## src/rtl/cpu_pkg.sv

```systemverilog
// Shared constants and types for the pipeline hazard controller.
// Stats counters exist only when HAZARD_STATS_EN is defined.
package cpu_pkg;

    localparam int unsigned REG_ADDR_W   = 5;
    localparam int unsigned MULDIV_CNT_W = 4;
    localparam int unsigned STAT_W       = 32;

    typedef enum logic {
        StIdle,
        StBusy
    } hazard_state_e;

    // Saturating increment: the counter sticks at all-ones rather than wrapping.
    function automatic logic [STAT_W-1:0] sat_inc(input logic [STAT_W-1:0] val,
                                                  input logic              en);
        if (en && (val != {STAT_W{1'b1}})) begin
            return val + 1'b1;
        end
        return val;
    endfunction

endpackage

```

## src/rtl/muldiv_seq.sv

```systemverilog
// Multi-cycle mult/div occupancy sequencer for EX: an IDLE/BUSY FSM with a down-counter.
// It holds EX for MULDIV_LAT-1 cycles and flags the result in the final cycle.
module muldiv_seq
    import cpu_pkg::*;
#(
    parameter int unsigned MULDIV_LAT = 4
) (
    input  logic clk,
    input  logic rst_n,
    input  logic start_i,
    output logic hold_o,
    output logic done_o,
    output logic busy_o
);

    // The start cycle counts as one hold cycle, so the counter is loaded with two less
    // than the latency.
    localparam logic [MULDIV_CNT_W-1:0] CntInit = MULDIV_CNT_W'(MULDIV_LAT - 2);

    hazard_state_e             state_q;
    logic [MULDIV_CNT_W-1:0]   cnt_q;

    always_ff @(posedge clk or negedge rst_n) begin
        if (!rst_n) begin
            state_q <= StIdle;
            cnt_q   <= '0;
        end else begin
            unique case (state_q)
                StIdle: begin
                    if (start_i) begin
                        state_q <= StBusy;
                        cnt_q   <= CntInit;
                    end
                end
                StBusy: begin
                    if (cnt_q != '0) begin
                        cnt_q <= cnt_q - 1'b1;
                    end else begin
                        state_q <= StIdle;
                    end
                end
                default: begin
                    state_q <= StIdle;
                    cnt_q   <= '0;
                end
            endcase
        end
    end

    assign busy_o = (state_q == StBusy);
    assign hold_o = ((state_q == StIdle) && start_i) || ((state_q == StBusy) && (cnt_q != '0));
    assign done_o = (state_q == StBusy) && (cnt_q == '0);

endmodule

```

## src/rtl/hazard_unit.sv

```systemverilog
// Stall/flush controller for the 5-stage pipeline: load-use detection, mult/div EX occupancy
// and taken-branch squash. Define HAZARD_STATS_EN to add saturating event counters.
module hazard_unit
#(
    parameter int unsigned MULDIV_LAT = 4,
    parameter int unsigned REG_ADDR_W = cpu_pkg::REG_ADDR_W
) (
    input  logic                  clk,
    input  logic                  rst_n,
    input  logic [REG_ADDR_W-1:0] rs_id,
    input  logic [REG_ADDR_W-1:0] rt_id,
    input  logic                  uses_rs_id,
    input  logic                  uses_rt_id,
    input  logic [REG_ADDR_W-1:0] rd_ex,
    input  logic                  RegWrite_ex,
    input  logic                  MemRead_ex,
    input  logic                  muldiv_start_ex,
    input  logic                  branch_taken_ex,
    output logic                  stall_if,
    output logic                  stall_id,
    output logic                  bubble_ex,
    output logic                  flush_id,
    output logic                  hold_ex,
    output logic                  muldiv_busy,
`ifdef HAZARD_STATS_EN
    output logic [31:0]           stat_lu_stalls,
    output logic [31:0]           stat_muldiv_cycles,
    output logic [31:0]           stat_flushes,
`endif
    output logic                  muldiv_done
);

    import cpu_pkg::*;

    logic seq_hold;
    logic lu_hit;
    logic lu_stall;

    muldiv_seq #(
        .MULDIV_LAT (MULDIV_LAT)
    ) u_muldiv_seq (
        .clk     (clk),
        .rst_n   (rst_n),
        .start_i (muldiv_start_ex),
        .hold_o  (seq_hold),
        .done_o  (muldiv_done),
        .busy_o  (muldiv_busy)
    );

    // r0 is hardwired zero, so a load targeting it never produces a real dependency.
    assign lu_hit = MemRead_ex && RegWrite_ex && (rd_ex != '0) &&
                    ((uses_rs_id && (rd_ex == rs_id)) || (uses_rt_id && (rd_ex == rt_id)));

    assign lu_stall = lu_hit && !seq_hold && !branch_taken_ex;

    always_comb begin
        hold_ex   = seq_hold;
        stall_if  = 1'b0;
        stall_id  = 1'b0;
        bubble_ex = 1'b0;
        flush_id  = 1'b0;
        if (seq_hold) begin
            stall_if = 1'b1;
            stall_id = 1'b1;
        end else if (branch_taken_ex) begin
            // The ID instruction is wrong-path, so any hazard it carries is moot.
            flush_id  = 1'b1;
            bubble_ex = 1'b1;
        end else if (lu_hit) begin
            stall_if  = 1'b1;
            stall_id  = 1'b1;
            bubble_ex = 1'b1;
        end
    end

`ifdef HAZARD_STATS_EN
    logic [STAT_W-1:0] lu_cnt_q;
    logic [STAT_W-1:0] md_cnt_q;
    logic [STAT_W-1:0] fl_cnt_q;

    always_ff @(posedge clk or negedge rst_n) begin
        if (!rst_n) begin
            lu_cnt_q <= '0;
            md_cnt_q <= '0;
            fl_cnt_q <= '0;
        end else begin
            lu_cnt_q <= sat_inc(lu_cnt_q, lu_stall);
            md_cnt_q <= sat_inc(md_cnt_q, hold_ex);
            fl_cnt_q <= sat_inc(fl_cnt_q, flush_id);
        end
    end

    assign stat_lu_stalls     = lu_cnt_q;
    assign stat_muldiv_cycles = md_cnt_q;
    assign stat_flushes       = fl_cnt_q;
`else
    logic unused_lu_stall;
    assign unused_lu_stall = lu_stall;
`endif

endmodule

```

## config.mk

```make
export PLATFORM = sky130hd
export DESIGN_NAME = hazard_unit
export DESIGN_NICKNAME = d
export VERILOG_FILES = /design/src/rtl/cpu_pkg.sv /design/src/rtl/muldiv_seq.sv /design/src/rtl/hazard_unit.sv
export SDC_FILE = /design/constraint.sdc
export NUM_CORES = 1
export LEC_CHECK = 0
export ABC_CLOCK_PERIOD_IN_PS = 3900
export BUFFER_PORTS_ARGS = -buffer_cell sky130_fd_sc_hd__buf_2
export CORE_AREA = 2 2 39 41
export CTS_CLUSTER_SIZE = 25
export DETAILED_ROUTE_END_ITERATION = 8
export DIE_AREA = 0 0 41 43
export MAX_ROUTING_LAYER = met4
export PLACE_DENSITY = 0.65
export SLEW_MARGIN = 5
export SYNTH_ARGS = -nofsm -noshare
export SYNTH_HDL_FRONTEND = slang
export SYNTH_SLANG_ARGS = --single-unit
```

## constraint.sdc

```tcl
create_clock -name clk -period 3.9 [get_ports clk]
set_input_delay 0.195 -clock clk [delete_from_list [all_inputs] [get_ports clk]]
set_output_delay 0.195 -clock clk [all_outputs]
set_load 0.02 [all_outputs]
```

==> impl_results.rst <==
.. list-table::
   :header-rows: 1

   * - Metric
     - Value
   * - Cell count of the worst hold path
     - 2
   * - Leakage
     - between 0.3 and 0.4 nW
   * - Result of the run
     - finished, final reports clean
   * - Top-Level Pins
     - 30
   * - Synth Register Bits
     - 5
   * - CP Max Fanout
     - 4
   * - Initial DRC count
     - 8
   * - Post_cts resized
     - 0
   * - Pwr per Cell Area
     - ~570 mW/mm^2
   * - Accumulated negative setup slack
     - 0 ns
   * - Via count of the first global-routing pass
     - 383
   * - Layout Nets
     - between 100 and 150
   * - Non-Filler Cell Area, Final
     - between 600 and 700 sq um
   * - Growth of design area from synthesis to finish
     - 45.3%
   * - Number of buffers on the longest clock path
     - 2
   * - Hold Path Origin
     - muldiv_start_ex
   * - Largest family of logic cells by synthesized area
     - simple AND/OR/NAND/NOR gates
   * - Tightest slew margin relative to the limit
     - between 70 and 80%
   * - Critical path start-end classification
     - reg -> out
   * - # setup viols final
     - 0
   * - Min cycle time layout
     - between 2 and 2.5 ns
   * - Mux cell area share after synthesis
     - about 5%
   * - Hold/Removal Path Class
     - in -> reg
   * - Worst-case register-to-register setup slack
     - about 2.6 ns
   * - Terminating pin of the worst hold path
     - u_muldiv_seq.cnt_q[2]
   * - Total detailed-routing wirelength
     - around 950 microns
   * - Maximum number of pins on one net before global-route repair
     - 10
   * - Type of destination of the critical path
     - output pin
   * - First-pass GRT wire length
     - roughly 1.5 mm
   * - Mean number of vias per cell
     - around 4.7
   * - Slowest stage cell, crit path
     - dfrtp_1
   * - Most common cell type on the critical path
     - inv_1
   * - Number of nets still failing antenna checks after routing
     - 0
   * - Kind of start point of the critical path
     - flop
   * - Gr ovfl total
     - 0
   * - Critical register-to-register path startpoint
     - u_muldiv_seq.cnt_q[0]
   * - Capture instance of the worst register-to-register path
     - u_muldiv_seq.cnt_q[0]
   * - Fraction of synthesized cell area in xor and xnor cells
     - between 20% and 30%
   * - Adder-Cell Fraction of Synth Area
     - approximately 2.9%
   * - Part of the cycle the worst path needs
     - 53.9%
   * - Setup bufs post-CTS
     - 0
   * - Main flop type after synthesis
     - dfrtp_1
   * - Core outline area
     - approximately 0.0014 sq mm
   * - Starting density of the core
     - between 30% and 40%
   * - Syn_area_per_cell
     - approximately 9 sq um
   * - RePlAce Congestion
     - 0.701
   * - Die Footprint
     - 0.00176 sq mm
   * - Number of hold violations in the final report
     - 0
   * - Maximum clock rate
     - ~0.48 GHz
   * - Peak ir drop on the vdd network
     - 0.270 mV
   * - Insertion delay to the later sink of the worst-skew pair
     - ~0.25 ns
   * - Number of vias after detailed routing
     - approximately 460
   * - Clock transition at the register clock pins on the worst setup and hold paths after CTS
     - 0.05 ns
   * - Worst Skew
     - slightly above 0.008 ns
   * - Max-Cap Viols
     - 0
   * - Synth Instances
     - 48
   * - Synthesized area
     - roughly 430 sq um
   * - Gr usage total
     - between 10 and 15%
   * - Pre-Repair DR Iteration Count
     - 4
   * - Netlist cell types
     - 22
   * - Maximum level of the CTS H-tree
     - 1
   * - Fraction of the yosys area taken by sequential cells
     - 29.1%
   * - Compound-gate portion of the synthesized area
     - 13.7%
   * - Dpl hpwl
     - slightly above 800 microns
   * - CTS tree
     - yes
   * - Buffers on Ports
     - 29
   * - Cells traversed along the worst timing path
     - inv_1, ha_1, nand4bb_2, o21ai_2, inv_1, o41ai_1, buf_2
   * - Data arrival time of the worst path
     - around 1.9 ns
   * - Routed wirelength normalized by instance count
     - 9.81 microns
   * - Reg2reg path depth
     - 6
   * - Fraction of final layout cells with drive strength greater than 1
     - roughly 47%
   * - Post-route DRC violation count
     - 0
   * - CP max stage delay
     - roughly 0.38 ns
   * - Standard cell area after detailed placement
     - around 600 sq um
   * - Required arrival time at the worst endpoint
     - 3.70 ns
   * - Antenna violations before repair
     - 0
   * - Ant diodes
     - 0
   * - RSZ-0062 raised after global routing
     - false
   * - Worst Max-Slew Pin Slew
     - just over 0.4 ns
   * - Async set-reset flop share out of synthesis
     - 100%
   * - Die width
     - roughly 40 microns
   * - Die H
     - between 40 and 50 microns
   * - Slew Viols, Final
     - 0
   * - Post-synth EDFFs
     - 0
   * - Clock Sinks
     - 5
   * - Root Buffer Master
     - clkbuf_4
   * - Net count after synthesis
     - between 70 and 80
   * - Total number of yosys warnings
     - 0
   * - Clock buffers created by TritonCTS
     - 3
   * - Simple-gate area share of the yosys netlist
     - a little under a quarter
   * - Floorplan row count
     - 14
==> worst max-delay path, delay by kind of cell, from the launching register on <==
kind | cells | cell delay, ns
flops | 1 | 0.38
fa+ha+maj | 1 | 0.23
simple gates | 1 | 0.17
buf+inv | 3 | 0.41
compound gates | 2 | 0.47
==> sequential cells by signal (all words and copies together) (netlist names) <==
register             count
u_muldiv_seq.cnt_q       4
u_muldiv_seq.busy_o      1
==> kinds of logic (layout without fill, tap and decap cells) <==
family                   after synthesis  after routing
AO/OA/AOI/OAI                          8              8
XOR/XNOR                              10             10
adder cells (fa/ha/maj)                1              1
buffers and inverters                  6             39
flip-flops                             5              5
multiplexers                           2              2
AND/OR/NAND/NOR                       16             16
==> where the power goes <==
group	internal, mW	switching (mW)
registers	0.0751	0.0230
logic	0.0847	0.110
clock network	0.0373	0.0244
==> synthesized netlist by cell type, drive strengths merged (2+ instances only) <==
master / instances / share of area [%]
xor2: 8 / 16
dfrtp: 5 / 29
inv: 5 / 4.4
nand2: 5 / 4.4
o21ai: 4 / 5.5
a32oi: 2 / 4.1
nand2b: 2 / 2.9
nor2: 2 / 1.7
nor4: 2 / 4.4
o41ai: 2 / 4.1
xnor2: 2 / 4.1
==> layout by cell type, fill, tap and decap left out, drive strengths merged <==
| master | count |
|---|---|
| buf | 29 |
| xor2 | 8 |
| inv | 5 |
| nand2 | 5 |
| dfrtp | 5 |
| o21ai | 4 |
| clkbuf | 3 |
| xnor2 | 2 |
| a32oi | 2 |
| nor2 | 2 |
| o41ai | 2 |
| nand2b | 2 |
| nor4 | 2 |
| nand4bb | 1 |
| and2 | 1 |
| or4 | 1 |
| mux2i | 1 |
| nor3 | 1 |
| mux2 | 1 |
| nand3 | 1 |
| ha | 1 |
| clkinv | 1 |
| dlygate4sd3 | 1 |
==> worst max-delay path by stage <==
stage                                startpoint         to  slack [ns]  depth (start not counted)
final                     u_muldiv_seq.cnt_q[0]  bubble_ex        1.80                          7
after global routing      u_muldiv_seq.cnt_q[0]  bubble_ex        1.64                          7
after CTS                 u_muldiv_seq.cnt_q[0]  bubble_ex        1.78                          7
after detailed placement  u_muldiv_seq.cnt_q[0]  bubble_ex        2.07                          7
after global placement    u_muldiv_seq.cnt_q[0]  bubble_ex        2.08                          7
after floorplan           u_muldiv_seq.cnt_q[0]  bubble_ex        1.76                          6
==> final cells by class <==
type,instances,area (sq um)
inverters,5,18.8
clock inverters,1,5.00
clock buffers,3,22.5
well taps,16,20.0
fillers,139,758
multi-input cells,37,279
repair buffers,30,155
flip-flops and latches,5,125
==> metrics by stage <==
step | hold slack [ns] | instances | setup slack (ns) | power, mW | util, %
finish | 0.188 | 97 | 1.80 | 0.355 | 45.2
global route | 0.178 | 97 | 1.64 | 0.387 | 45.2
CTS | 0.175 | 97 | 1.78 | 0.362 | 45.2
detailed placement | 0.0134 | 92 | 2.07 | 0.295 | 42.5
global placement | 0.0121 | 92 | 2.08 | 0.292 | 42.5
floorplan | -0.101 | 48 | 1.76 | 0.240 | -
==> layer usage <==
layer	vias to the layer above	global-route usage (%)	share of wire (%)	routed length (microns)
li1	234	-	-	-
met1	194	13.9	43	408
met2	29	19.1	45	426
met3	0	4.71	12	118
met4	0	8.00	0	0
met5	-	-	0	0
==> timing repair <==
action,in CTS,in global routing
hold buffers,1,0
setup endpoints to repair,0,0
hold endpoints to repair,5,0
No activity file was read; power rests on OpenSTA's default activity.
